[config.mk]
export PLATFORM = sky130hd
export DESIGN_NAME = mips_decode_alu
export DESIGN_NICKNAME = d
export VERILOG_FILES = /design/src/rtl/mips_decode_alu.sv
export SDC_FILE = /design/constraint.sdc
export NUM_CORES = 1
export LEC_CHECK = 0
export BUFFER_PORTS_ARGS = -buffer_cell sky130_fd_sc_hd__buf_2
export CAP_MARGIN = 10
export CORE_MARGIN = 4
export CORE_UTILIZATION = 40
export DETAILED_ROUTE_END_ITERATION = 7
export PLACE_DENSITY = 0.64
export SLEW_MARGIN = 10
export SYNTH_ARGS = -nofsm -noshare
export SYNTH_HDL_FRONTEND = slang
export SYNTH_SLANG_ARGS = --single-unit
[constraint.sdc]
create_clock -name clk -period 2 [get_ports clk]
set_input_delay 0 -clock clk [delete_from_list [all_inputs] [get_ports clk]]
set_output_delay 0 -clock clk [all_outputs]
set_load 0.05 [all_outputs]
[src/rtl/mips_decode_alu.sv]
// Decode and execute core of the single-cycle MIPS32 datapath.
// Main control, ALU control and the ALU share one block; every output
// is registered so the block can later be cut into a pipeline stage.
module mips_decode_alu #(
    parameter int WIDTH = 32
) (
    input  logic             clk,
    input  logic             rst,
    input  logic             in_valid,
    input  logic [31:0]      instr,
    input  logic [WIDTH-1:0] rs_data,
    input  logic [WIDTH-1:0] rt_data,
    input  logic [WIDTH-1:0] imm_ext,
    output logic             out_valid,
    output logic             reg_dst,
    output logic             branch,
    output logic             mem_read,
    output logic             mem_to_reg,
    output logic [1:0]       alu_op,
    output logic             mem_write,
    output logic             alu_src,
    output logic             reg_write,
    output logic             jump,
    output logic [3:0]       alu_ctrl,
    output logic [WIDTH-1:0] alu_result,
    output logic             alu_zero
);

    localparam logic [5:0] OP_RTYPE = 6'b000000;
    localparam logic [5:0] OP_LW    = 6'b100011;
    localparam logic [5:0] OP_SW    = 6'b101011;
    localparam logic [5:0] OP_BEQ   = 6'b000100;
    localparam logic [5:0] OP_ADDI  = 6'b001000;
    localparam logic [5:0] OP_J     = 6'b000010;

    localparam logic [5:0] FN_ADD = 6'b100000;
    localparam logic [5:0] FN_SUB = 6'b100010;
    localparam logic [5:0] FN_AND = 6'b100100;
    localparam logic [5:0] FN_OR  = 6'b100101;
    localparam logic [5:0] FN_NOR = 6'b100111;
    localparam logic [5:0] FN_SLT = 6'b101010;

    localparam logic [3:0] ALU_AND = 4'b0000;
    localparam logic [3:0] ALU_OR  = 4'b0001;
    localparam logic [3:0] ALU_ADD = 4'b0010;
    localparam logic [3:0] ALU_SUB = 4'b0110;
    localparam logic [3:0] ALU_SLT = 4'b0111;
    localparam logic [3:0] ALU_NOR = 4'b1100;

    logic [5:0]       opcode;
    logic [5:0]       funct;
    logic             c_reg_dst;
    logic             c_alu_src;
    logic             c_mem_to_reg;
    logic             c_reg_write;
    logic             c_mem_read;
    logic             c_mem_write;
    logic             c_branch;
    logic             c_jump;
    logic [1:0]       c_alu_op;
    logic [3:0]       c_alu_ctrl;
    logic [WIDTH-1:0] operand_b;
    logic [WIDTH-1:0] c_result;

    assign opcode = instr[31:26];
    assign funct  = instr[5:0];

    // Main control: opcode to datapath strobes; unknown opcodes are inert.
    always_comb begin
        c_reg_dst    = 1'b0;
        c_alu_src    = 1'b0;
        c_mem_to_reg = 1'b0;
        c_reg_write  = 1'b0;
        c_mem_read   = 1'b0;
        c_mem_write  = 1'b0;
        c_branch     = 1'b0;
        c_jump       = 1'b0;
        c_alu_op     = 2'b00;
        case (opcode)
            OP_RTYPE: begin
                c_reg_dst   = 1'b1;
                c_reg_write = 1'b1;
                c_alu_op    = 2'b10;
            end
            OP_LW: begin
                c_alu_src    = 1'b1;
                c_mem_to_reg = 1'b1;
                c_reg_write  = 1'b1;
                c_mem_read   = 1'b1;
            end
            OP_SW: begin
                c_alu_src   = 1'b1;
                c_mem_write = 1'b1;
            end
            OP_BEQ: begin
                c_branch = 1'b1;
                c_alu_op = 2'b01;
            end
            OP_ADDI: begin
                c_alu_src   = 1'b1;
                c_reg_write = 1'b1;
            end
            OP_J: begin
                c_jump = 1'b1;
            end
            default: ;
        endcase
    end

    // ALU control: alu_op selects fixed add/sub or a funct-field decode.
    always_comb begin
        c_alu_ctrl = ALU_ADD;
        case (c_alu_op)
            2'b01: c_alu_ctrl = ALU_SUB;
            2'b10: begin
                case (funct)
                    FN_ADD:  c_alu_ctrl = ALU_ADD;
                    FN_SUB:  c_alu_ctrl = ALU_SUB;
                    FN_AND:  c_alu_ctrl = ALU_AND;
                    FN_OR:   c_alu_ctrl = ALU_OR;
                    FN_NOR:  c_alu_ctrl = ALU_NOR;
                    FN_SLT:  c_alu_ctrl = ALU_SLT;
                    default: c_alu_ctrl = ALU_ADD;
                endcase
            end
            default: c_alu_ctrl = ALU_ADD;
        endcase
    end

    assign operand_b = c_alu_src ? imm_ext : rt_data;

    // ALU: add/sub wrap silently, slt compares as two's complement.
    always_comb begin
        c_result = '0;
        case (c_alu_ctrl)
            ALU_AND: c_result = rs_data & operand_b;
            ALU_OR:  c_result = rs_data | operand_b;
            ALU_ADD: c_result = rs_data + operand_b;
            ALU_SUB: c_result = rs_data - operand_b;
            ALU_SLT: c_result = {{(WIDTH-1){1'b0}},
                                 ($signed(rs_data) < $signed(operand_b))};
            ALU_NOR: c_result = ~(rs_data | operand_b);
            default: c_result = '0;
        endcase
    end

    // Output register: load everything on a valid cycle, otherwise hold
    // all but out_valid.
    always_ff @(posedge clk or posedge rst) begin
        if (rst) begin
            out_valid  <= 1'b0;
            reg_dst    <= 1'b0;
            branch     <= 1'b0;
            mem_read   <= 1'b0;
            mem_to_reg <= 1'b0;
            alu_op     <= 2'b00;
            mem_write  <= 1'b0;
            alu_src    <= 1'b0;
            reg_write  <= 1'b0;
            jump       <= 1'b0;
            alu_ctrl   <= 4'b0000;
            alu_result <= '0;
            alu_zero   <= 1'b0;
        end else begin
            out_valid <= in_valid;
            if (in_valid) begin
                reg_dst    <= c_reg_dst;
                branch     <= c_branch;
                mem_read   <= c_mem_read;
                mem_to_reg <= c_mem_to_reg;
                alu_op     <= c_alu_op;
                mem_write  <= c_mem_write;
                alu_src    <= c_alu_src;
                reg_write  <= c_reg_write;
                jump       <= c_jump;
                alu_ctrl   <= c_alu_ctrl;
                alu_result <= c_result;
                alu_zero   <= (c_result == '0);
            end
        end
    end

endmodule

==> flow_summary.toml, run 1 <==
[logic_synthesis]
syn-cell-area_um2 = 7740
synth_top_family_by_area = "compound AO/OA/AOI/OAI gates"
synth_fp_nets = 1273
synth_top_area_share = 0.173
synth_area_leaders = "ha_1 17%, dfrtp_1 15%, mux2_2 7.1%"
synthAdderAreaFrac = 0.178
synth.largest_area_cell = "ha_1"
yosysMostFrequentCell = "nand2_1"
synth_cell_type_count = 91
synth_edf_count = 0
synth_ff_type = "dfrtp_1"
async_reset_ff_frac = 1.00
synth-simple-area-share = 0.190
syn_inst = 1033
ys_warn_count = 0
avgSynthCellArea_um2 = 7.50
synthMuxAreaShare = 0.0777
synth-compound-area-share = 0.307
yosysSeqAreaShare = 0.149
ys_ff_latch = 46
netlist_top_cells_count = "109 x nand2_1, 108 x inv_1, 107 x ha_1"
synth_xor_area_frac = 0.00566

[worst_setup_path]
rrSetupSlack_ps = 1180
cp_max_fo = 10
r2r_end = "alu_result[18]"
critPathRequiredTime_ps = 2230
cp-start-kind = "input pin"
arrival_ps = 4490
crit_type = "in2reg"
timing.rr.start = "alu_result[18]"
r2r_cells = 1
end_kind = "flip-flop"

[clock_network]
numCtsBuffers = 5
clk_latency_ps = 280
cts_sinks = 46
clk_path_buf_depth = 2
htree_levels = 2
root_buffer = "clkbuf_16"
cts_tree = "done"
clk_pin_slew_ps = 60

[finish]
antenna_cells = 0
layout.cells.non_filler = 1785
largest_reg_flops = 32
layout-drive-gt1-share = 0.489
fin_nets = 1764
register_area_um2 = 1150
biggestRegsByFlops = "alu_result: 32 flops, alu_ctrl: 4 flops"
fillCellCount = 1646
area_growth_pct = 64.8
final_core_util = 0.675
final_area_um2 = 12800
largest-register = "alu_result"
multi_input_area_um2 = 6800

[outcome]
status = "complete, but fails checks"
violations = "negative setup slack"

[power_and_ir_drop]
p_int_mw = 3.42
switching_share = 0.442
seqPwrFrac = 0.192
combPwrFrac = 0.671
leakage_nw = 6.26
p_switching_mw = 2.71
peakVddDrop_v = 0.000355
total_power_mw = 6.13
clock_power_share = 0.137
power_density_nw_per_um2 = 481

[global_routing]
grt_pass1_wl_um = 49300
track_usage = 0.277
gr-total-overflow = 0
antenna_found_initial = 1
grt_max_degree = 61
grt_pass1_vias = 9396

[timing]
period_share = 2.13
whs_ps = 15.8
fin_tns_setup_ps = -47110
worst_slew_pin_slew_ps = 715
final_max_slew_viol_count = 0
finalCriticalPeriod_ps = 4260
finalSetupViolCount = 33
relSlewSlack = 0.522
skew_ps = 0
rsz0062_at_grt = "true"
hold_viol_final = 0
fmax_mhz = 235
setup_slack_ps = -2260

[drt]
first_iter_violations = 669
wire_per_inst_um = 17.7
drt_wl_total_um = 31600
vias_per_cell = 5.46
drtAntennaViolNets = 0
route.detailed.drc = 0
drt-pass1-iter-count = 5
vias = 9749

[floorplan]
coreArea_um2 = 18900
ios = 179
die_x_um = 147
die_area_um2 = 21600
rows = 50
die_h_um = 147
initial_core_util = 0.410

[placement]
dp_hpwl_um = 25400
dp_slack_ps = -2660
portBuffers = 158
gp_congestion = 0.969
dp_cells = 1743
dpl_cell_area_um2 = 11600

[worst_hold_path]
hp-class = "in2reg"
min_from = "instr[30]"
whs_endpoint = "jump"
min_path_cells = 3

[flow_run]
maxCapViolations = 0
-- kinds of logic after synthesis --
group	count (synthesis)
buffers and inverters	167
muxes	54
adders and majority gates	109
AOI/OAI and AO/OA	349
xor gates and xnor gates	5
DFF	46
and+or+nand+nor	303
-- how the worst max path moves through the flow --
stage	startpoint	end	slack, ps	cells after the start
after floorplan	instr[30]	alu_zero	-2150	20
after global placement	instr[30]	alu_zero	-2660	20
after detailed placement	instr[30]	alu_zero	-2660	22
after CTS	instr[30]	alu_zero	-2250	20
after global routing	instr[30]	alu_zero	-2500	23
final	instr[30]	alu_zero	-2260	20
-- critical path: stages --
cell,delay [ps]
buf_8,100
nor4_4,280
nand2_1,140
a21oi_4,180
buf_12,160
mux2_2,350
inv_1,80
ha_1,240
or3_4,410
or4_4,440
a21oi_4,190
nor4_2,90
nor2_1,140
and3_1,190
o21ai_1,90
or4_1,540
nor4b_4,310
nand4_1,180
nor4_2,170
a32o_1,180
-- power by group through the flow --
| stage | combinational, mW | clock, mW | sequential [mW] |
|---|---|---|---|
| 2_1_floorplan | 1.59 | 0 | 1.65 |
| 3_3_place_gp | 3.66 | 0 | 1.18 |
| 3_5_place_dp | 3.69 | 0 | 1.18 |
| 4_1_cts | 3.95 | 0.853 | 1.17 |
| 5_1_grt | 4.40 | 0.883 | 1.19 |
| 6_report | 4.12 | 0.840 | 1.18 |
-- area by class of cell --
class / count / area share
clock inverter: 1 / 0.000392
clock buffer: 7 / 0.0112
timing repair buffer: 542 / 0.308
sequential: 46 / 0.0902
tap: 260 / 0.0255
multi-input combinational: 820 / 0.533
inverter: 109 / 0.0323
-- layout by cell type (no fill, tap or decap), types with 6 or more instances in the layout --
cell type / Yosys / final
ha_4: 0 / 14
o21ai_0: 57 / 40
clkbuf_16: 0 / 6
a211o_1: 6 / 6
nor4_1: 15 / 8
o21a_1: 13 / 13
o221ai_1: 9 / 6
a211oi_1: 10 / 6
nor2b_1: 12 / 10
inv_1: 108 / 95
mux2_4: 0 / 10
nand2_1: 109 / 104
o21ai_1: 2 / 11
buf_4: 5 / 349
o31ai_1: 14 / 12
nand3_1: 15 / 14
o211ai_1: 31 / 31
buf_6: 3 / 25
nor3_1: 19 / 13
nor2_1: 80 / 77
a221o_1: 9 / 9
a21oi_2: 1 / 19
a21oi_1: 92 / 69
buf_12: 0 / 8
mux2_2: 49 / 39
a31oi_1: 14 / 6
o21bai_1: 6 / 6
ha_1: 107 / 91
dfrtp_1: 46 / 46
inv_2: 1 / 13
o21ai_2: 0 / 7
nand4_1: 8 / 8
o2111ai_1: 10 / 7
buf_2: 7 / 156
a21o_1: 20 / 20
-- metal layers --
metal,GRT usage,up-vias,wire [um]
li1,-,4739,-
met5,0,-,7
met2,0.459,334,14600
met3,0.0404,46,2010
met4,0.0624,2,662
met1,0.383,4628,14400
-- timing repair --
item / 4_1_cts / 5_1_grt
hold buffers: 1 / 0
cloned: 1 / 1
resized for setup: 106 / 40
setup buffers: 22 / 13
endpoints found under the setup margin: 33 / 33
hold endpoints to repair: 17 / 0
pin swaps: 26 / 18
Power figures use the tool's default switching activity.
==> run 2: changes to the inputs <==
Settings changed: CTS_BUF_LIST from default to sky130_fd_sc_hd__clkbuf_4 sky130_fd_sc_hd__clkbuf_8 sky130_fd_sc_hd__clkbuf_16.
==> run 2 against run 1 <==
Net effect: die area did not move; critical path depth did not move; hold slack barely moved; setup slack barely moved; clock power rose by 2%; the flow still finishes with violations (negative setup slack); core utilization barely moved; non-clock buffer count did not move; wire length barely moved; cell count did not move; via count barely moved; sequential power barely moved.
==> flow_summary.toml, run 2 (synthesis gave the netlist of run 1 again) <==
[finish]
final_area_um2 = 12800
final_common_cell = "buf_4"
final_core_util = 0.675
layout_common_cells = "349 x buf_4, 156 x buf_2, 104 x nand2_1"
layout-drive-gt1-share = 0.489
antenna_cells = 0
fin_nets = 1764
biggestRegsByFlops = "alu_result: 32 flops, alu_ctrl: 4 flops"
largest_reg_flops = 32
area_growth_pct = 64.8
largest-register = "alu_result"

[drt]
drtAntennaViolNets = 0
wire_per_inst_um = 17.7
highest_layer = "met5"
vias = 9744
drt_wl_total_um = 31600
route.detailed.drc = 0
wl_met3_um = 2000
vias_per_cell = 5.46
first_iter_violations = 669
drt-pass1-iter-count = 5
wl_met1_um = 14300
wl_met2_um = 14600

[timing]
skew_ps = 0
final_max_slew_viol_count = 0
hold_viol_final = 0
rsz0062_at_grt = "true"
finalSetupViolCount = 33
fmax_mhz = 235
setup_slack_ps = -2260
worst_slew_pin_slew_ps = 715
period_share = 2.13
relSlewSlack = 0.522
finalCriticalPeriod_ps = 4260

[worst_setup_path]
crit_family = "simple AND/OR/NAND/NOR gates"
crit_cells = 20
crit_chain = "buf_8 -> nor4_4 -> nand2_1 -> a21oi_4 -> buf_12 -> mux2_2 -> inv_1 -> ha_1 -> or3_4 -> or4_4 -> a21oi_4 -> nor4_2 -> nor2_1 -> and3_1 -> o21ai_1 -> or4_1 -> nor4b_4 -> nand4_1 -> nor4_2 -> a32o_1"
arrival_ps = 4490
endpoint = "alu_zero"
critPathMaxStageDelay_ps = 540
timing.rr.start = "alu_result[18]"
crit_type = "in2reg"
slowest_stage = "or4_1"
critPathRequiredTime_ps = 2230
crit_buf_inv = 3
cp_max_fo = 10
cp-start-kind = "input pin"
crit_path_start = "instr[30]"
end_kind = "flip-flop"
r2r_cells = 1
r2r_end = "alu_result[18]"
rrSetupSlack_ps = 1180

[floorplan]
die_h_um = 147
die_area_um2 = 21600
ios = 179
initial_core_util = 0.410
rows = 50
coreArea_um2 = 18900
die_x_um = 147

[placement]
gp_congestion = 0.969
dp_hpwl_um = 25400
dpl_cell_area_um2 = 11600
portBuffers = 158

[global_routing]
grt_pass1_wl_um = 49300
gr-total-overflow = 0
grt_pass1_vias = 9396
grt_max_degree = 61
track_usage = 0.277
antenna_found_initial = 1

[clock_network]
root_buffer = "clkbuf_16"
cts_tree = "done"
numCtsBuffers = 5
cts_sinks = 46
clk_latency_ps = 280
htree_levels = 2
clk_path_buf_depth = 2
clk_pin_slew_ps = 60

[power_and_ir_drop]
power_density_nw_per_um2 = 482
peakVddDrop_v = 0.000355
total_power_mw = 6.15
leakage_nw = 6.26

[outcome]
violations = "negative setup slack"
status = "complete, but fails checks"

[worst_hold_path]
hp-class = "in2reg"
min_path_cells = 3

[flow_run]
maxCapViolations = 0
==> run 2: routing by layer <==
metal	track usage	vias up
li1	-	4739
met1	0.383	4626
met2	0.459	331
met3	0.0404	46
met4	0.0624	2
met5	0	-
==> run 2: cell type report <==
class	instances	area, um2
clock buffers	7	146
clock inverters	1	5.00
fillers	1646	6130
inverters	109	412
multi-input cells	820	6800
flip-flops and latches	46	1150
well taps	260	325
repair buffers	542	3930
==> run 2: worst min path at each step <==
stage | startpoint | end | slack, ps
final | instr[30] | jump | 20
after detailed placement | rst | jump | -6
after CTS | instr[30] | jump | 10
after global placement | rst | jump | -9
after floorplan | in_valid | out_valid | 30
after global routing | instr[30] | jump | 20
==> run 2: stage by stage <==
| step | instances | setup slack (ps) | setup TNS (ps) | hold slack (ps) |
|---|---|---|---|---|
| global placement | 1743 | -2660 | -56840 | -8.77 |
| finish | 1785 | -2260 | -47100 | 15.8 |
| CTS | 1773 | -2250 | -45130 | 13.2 |
| global route | 1785 | -2500 | -51700 | 18.9 |
| detailed placement | 1743 | -2660 | -58280 | -6.32 |
| floorplan | 1033 | -2150 | -39380 | 31.4 |
==> run 2: where the power goes <==
part	leakage [nW]	internal [mW]	switching, mW	total (mW)
logic	5.64	1.86	2.26	4.12
clock network	0.0773	0.509	0.344	0.853
registers	0.546	1.07	0.106	1.18
==> run 2: what timing repair did <==
action                                  4_1_cts  5_1_grt
buffers inserted                             22       13
endpoints found under the hold margin        17        0
gates resized for setup                     106       40
gates cloned                                  1        1
endpoints found under the setup margin       33       33
hold buffers                                  1        0
pin swaps                                    26       18
==> run 3: changes to the inputs <==
Settings changed: PLACE_DENSITY 0.64 to 0.67, SETUP_SLACK_MARGIN from default to 0.1.
==> run 3 against run 2 <==
Net effect: the flow still finishes with violations (negative setup slack); clock skew stayed put; total power is 5.5% higher; non-clock buffer count is 35 higher; core utilization is 4.2 points higher; cell count is 2.0% higher; first-iteration DRC count is 46% higher; clock power is 4.7% lower; setup slack worse by 94 ps; count of clock-buffer cells in the layout is 2 lower; sequential power hardly changed; combinational power is 9.2% higher.
==> flow_summary.toml, run 3 (synthesis gave the netlist of run 1 again) <==
[worst_setup_path]
cp-start-kind = "input pin"
crit_chain = "buf_8 -> nor4_4 -> nand2_2 -> a21oi_4 -> buf_12 -> buf_4 -> mux2_4 -> inv_4 -> ha_4 -> nor3b_1 -> a211o_1 -> or2_1 -> a2111oi_1 -> o221ai_2 -> a21oi_2 -> nand2_1 -> or4_4 -> nor4b_4 -> nand4_1 -> nor4_2 -> a32o_1"
cp_max_fo = 7
crit_type = "in2reg"
r2r_end = "alu_result[2]"
crit_family = "simple AND/OR/NAND/NOR gates"
crit_buf_inv = 4
arrival_ps = 4580
timing.rr.start = "alu_result[2]"
critPathRequiredTime_ps = 2230
slowest_stage = "a2111oi_1"
rrSetupSlack_ps = 1160
end_kind = "flip-flop"
critPathMaxStageDelay_ps = 750
r2r_cells = 1

[worst_hold_path]
hp-class = "in2reg"
min_from = "instr[26]"
whs_endpoint = "jump"
min_path_cells = 3

[finish]
layout.cells.non_filler = 1820
fin_nets = 1800
final_common_cell = "buf_4"
layout-drive-gt1-share = 0.540
register_area_um2 = 1150
multi_input_area_um2 = 7270
final_area_um2 = 13500
antenna_cells = 0
biggestRegsByFlops = "alu_result: 32 flops, alu_ctrl: 4 flops"
area_growth_pct = 75.0
largest_reg_flops = 32
layout_common_cells = "371 x buf_4, 156 x buf_2, 99 x nand2_1"
largest-register = "alu_result"
fillCellCount = 1471

[floorplan]
die_x_um = 147
rows = 50
die_h_um = 147
die_area_um2 = 21600
coreArea_um2 = 18900
initial_core_util = 0.410
ios = 179

[drt]
first_iter_violations = 976
drtAntennaViolNets = 0
drt_wl_total_um = 34700
wire_per_inst_um = 19.1
drt-pass1-iter-count = 6
route.detailed.drc = 0
vias_per_cell = 5.65
vias = 10300

[timing]
hold_viol_final = 0
period_share = 2.18
finalCriticalPeriod_ps = 4350
worst_slew_pin_slew_ps = 843
finalSetupViolCount = 33
relSlewSlack = 0.436
fmax_mhz = 230
skew_ps = 0
final_max_slew_viol_count = 0
fin_tns_setup_ps = -49070
rsz0062_at_grt = "true"
setup_slack_ps = -2350

[clock_network]
clk_path_buf_depth = 2
numCtsBuffers = 5
cts_tree = "done"
clk_pin_slew_ps = 60
root_buffer = "clkbuf_16"
clk_latency_ps = 290
htree_levels = 2
cts_sinks = 46

[placement]
dp_cells = 1752
gp_congestion = 0.984
dp_hpwl_um = 25600
portBuffers = 158
dpl_cell_area_um2 = 11700

[global_routing]
gr-total-overflow = 0
grt_pass1_wl_um = 51000
grt_max_degree = 61
grt_pass1_vias = 9745
track_usage = 0.286
antenna_found_initial = 0

[power_and_ir_drop]
power_density_nw_per_um2 = 479
peakVddDrop_v = 0.000314
leakage_nw = 6.54

[outcome]
violations = "negative setup slack"
status = "complete, but fails checks"

[flow_run]
maxCapViolations = 0
[run 3: worst min-delay path, stage by stage]
cell    delay [ps]
buf_8           80
nor4_1          40
a21o_1         140
[run 3: per-layer routing]
layer | global-route usage | wire [um]
met5 | 0 | 0
met4 | 0.0671 | 1170
met2 | 0.471 | 15900
met1 | 0.398 | 14800
met3 | 0.0401 | 2820
[run 3: power breakdown]
group	total [mW]	internal (mW)	switching, mW	leakage (nW)
clock network	0.813	0.452	0.361	0.0694
registers	1.17	1.07	0.105	0.546
logic	4.50	2.04	2.46	5.92
total	6.49	3.56	2.93	6.54
[run 3: repair_timing]
action                                  in CTS  in global routing
cloned                                       2                  1
endpoints found under the setup margin      34                 34
hold buffers                                 1                  0
endpoints found under the hold margin       36                  0
pin swaps                                   35                 66
setup buffers                               18                 46
resized for setup                          119                143
[run 3: how the worst max path moves through the flow]
stage / start / end / slack, ps / cells after the start
floorplan: instr[30] / alu_zero / -2150 / 20
global placement: instr[30] / alu_zero / -2540 / 23
detailed placement: instr[30] / alu_zero / -2730 / 20
CTS: instr[30] / alu_zero / -2210 / 21
global route: instr[26] / alu_zero / -2550 / 21
finish: instr[26] / alu_zero / -2350 / 21
[run 3: per-stage QoR]
step / worst slack (ps) / hold WS, ps / utilization / total power, mW
after global placement: -2540 / 178 / 0.618 / 4.82
after global routing: -2550 / 18.9 / 0.717 / 6.80
after detailed placement: -2730 / 191 / 0.618 / 4.86
final: -2350 / 15.3 / 0.717 / 6.49
after floorplan: -2150 / 31.4 / - / 3.24
after CTS: -2210 / 13.2 / 0.666 / 5.98
[run 3: area by class of cell]
cell class                 count  area share
timing repair buffer         577       0.313
sequential                    46      0.0850
clock buffer                   5     0.00924
inverter                     109      0.0311
tap                          260      0.0240
clock inverter                 2    0.000739
multi-input combinational    821       0.537
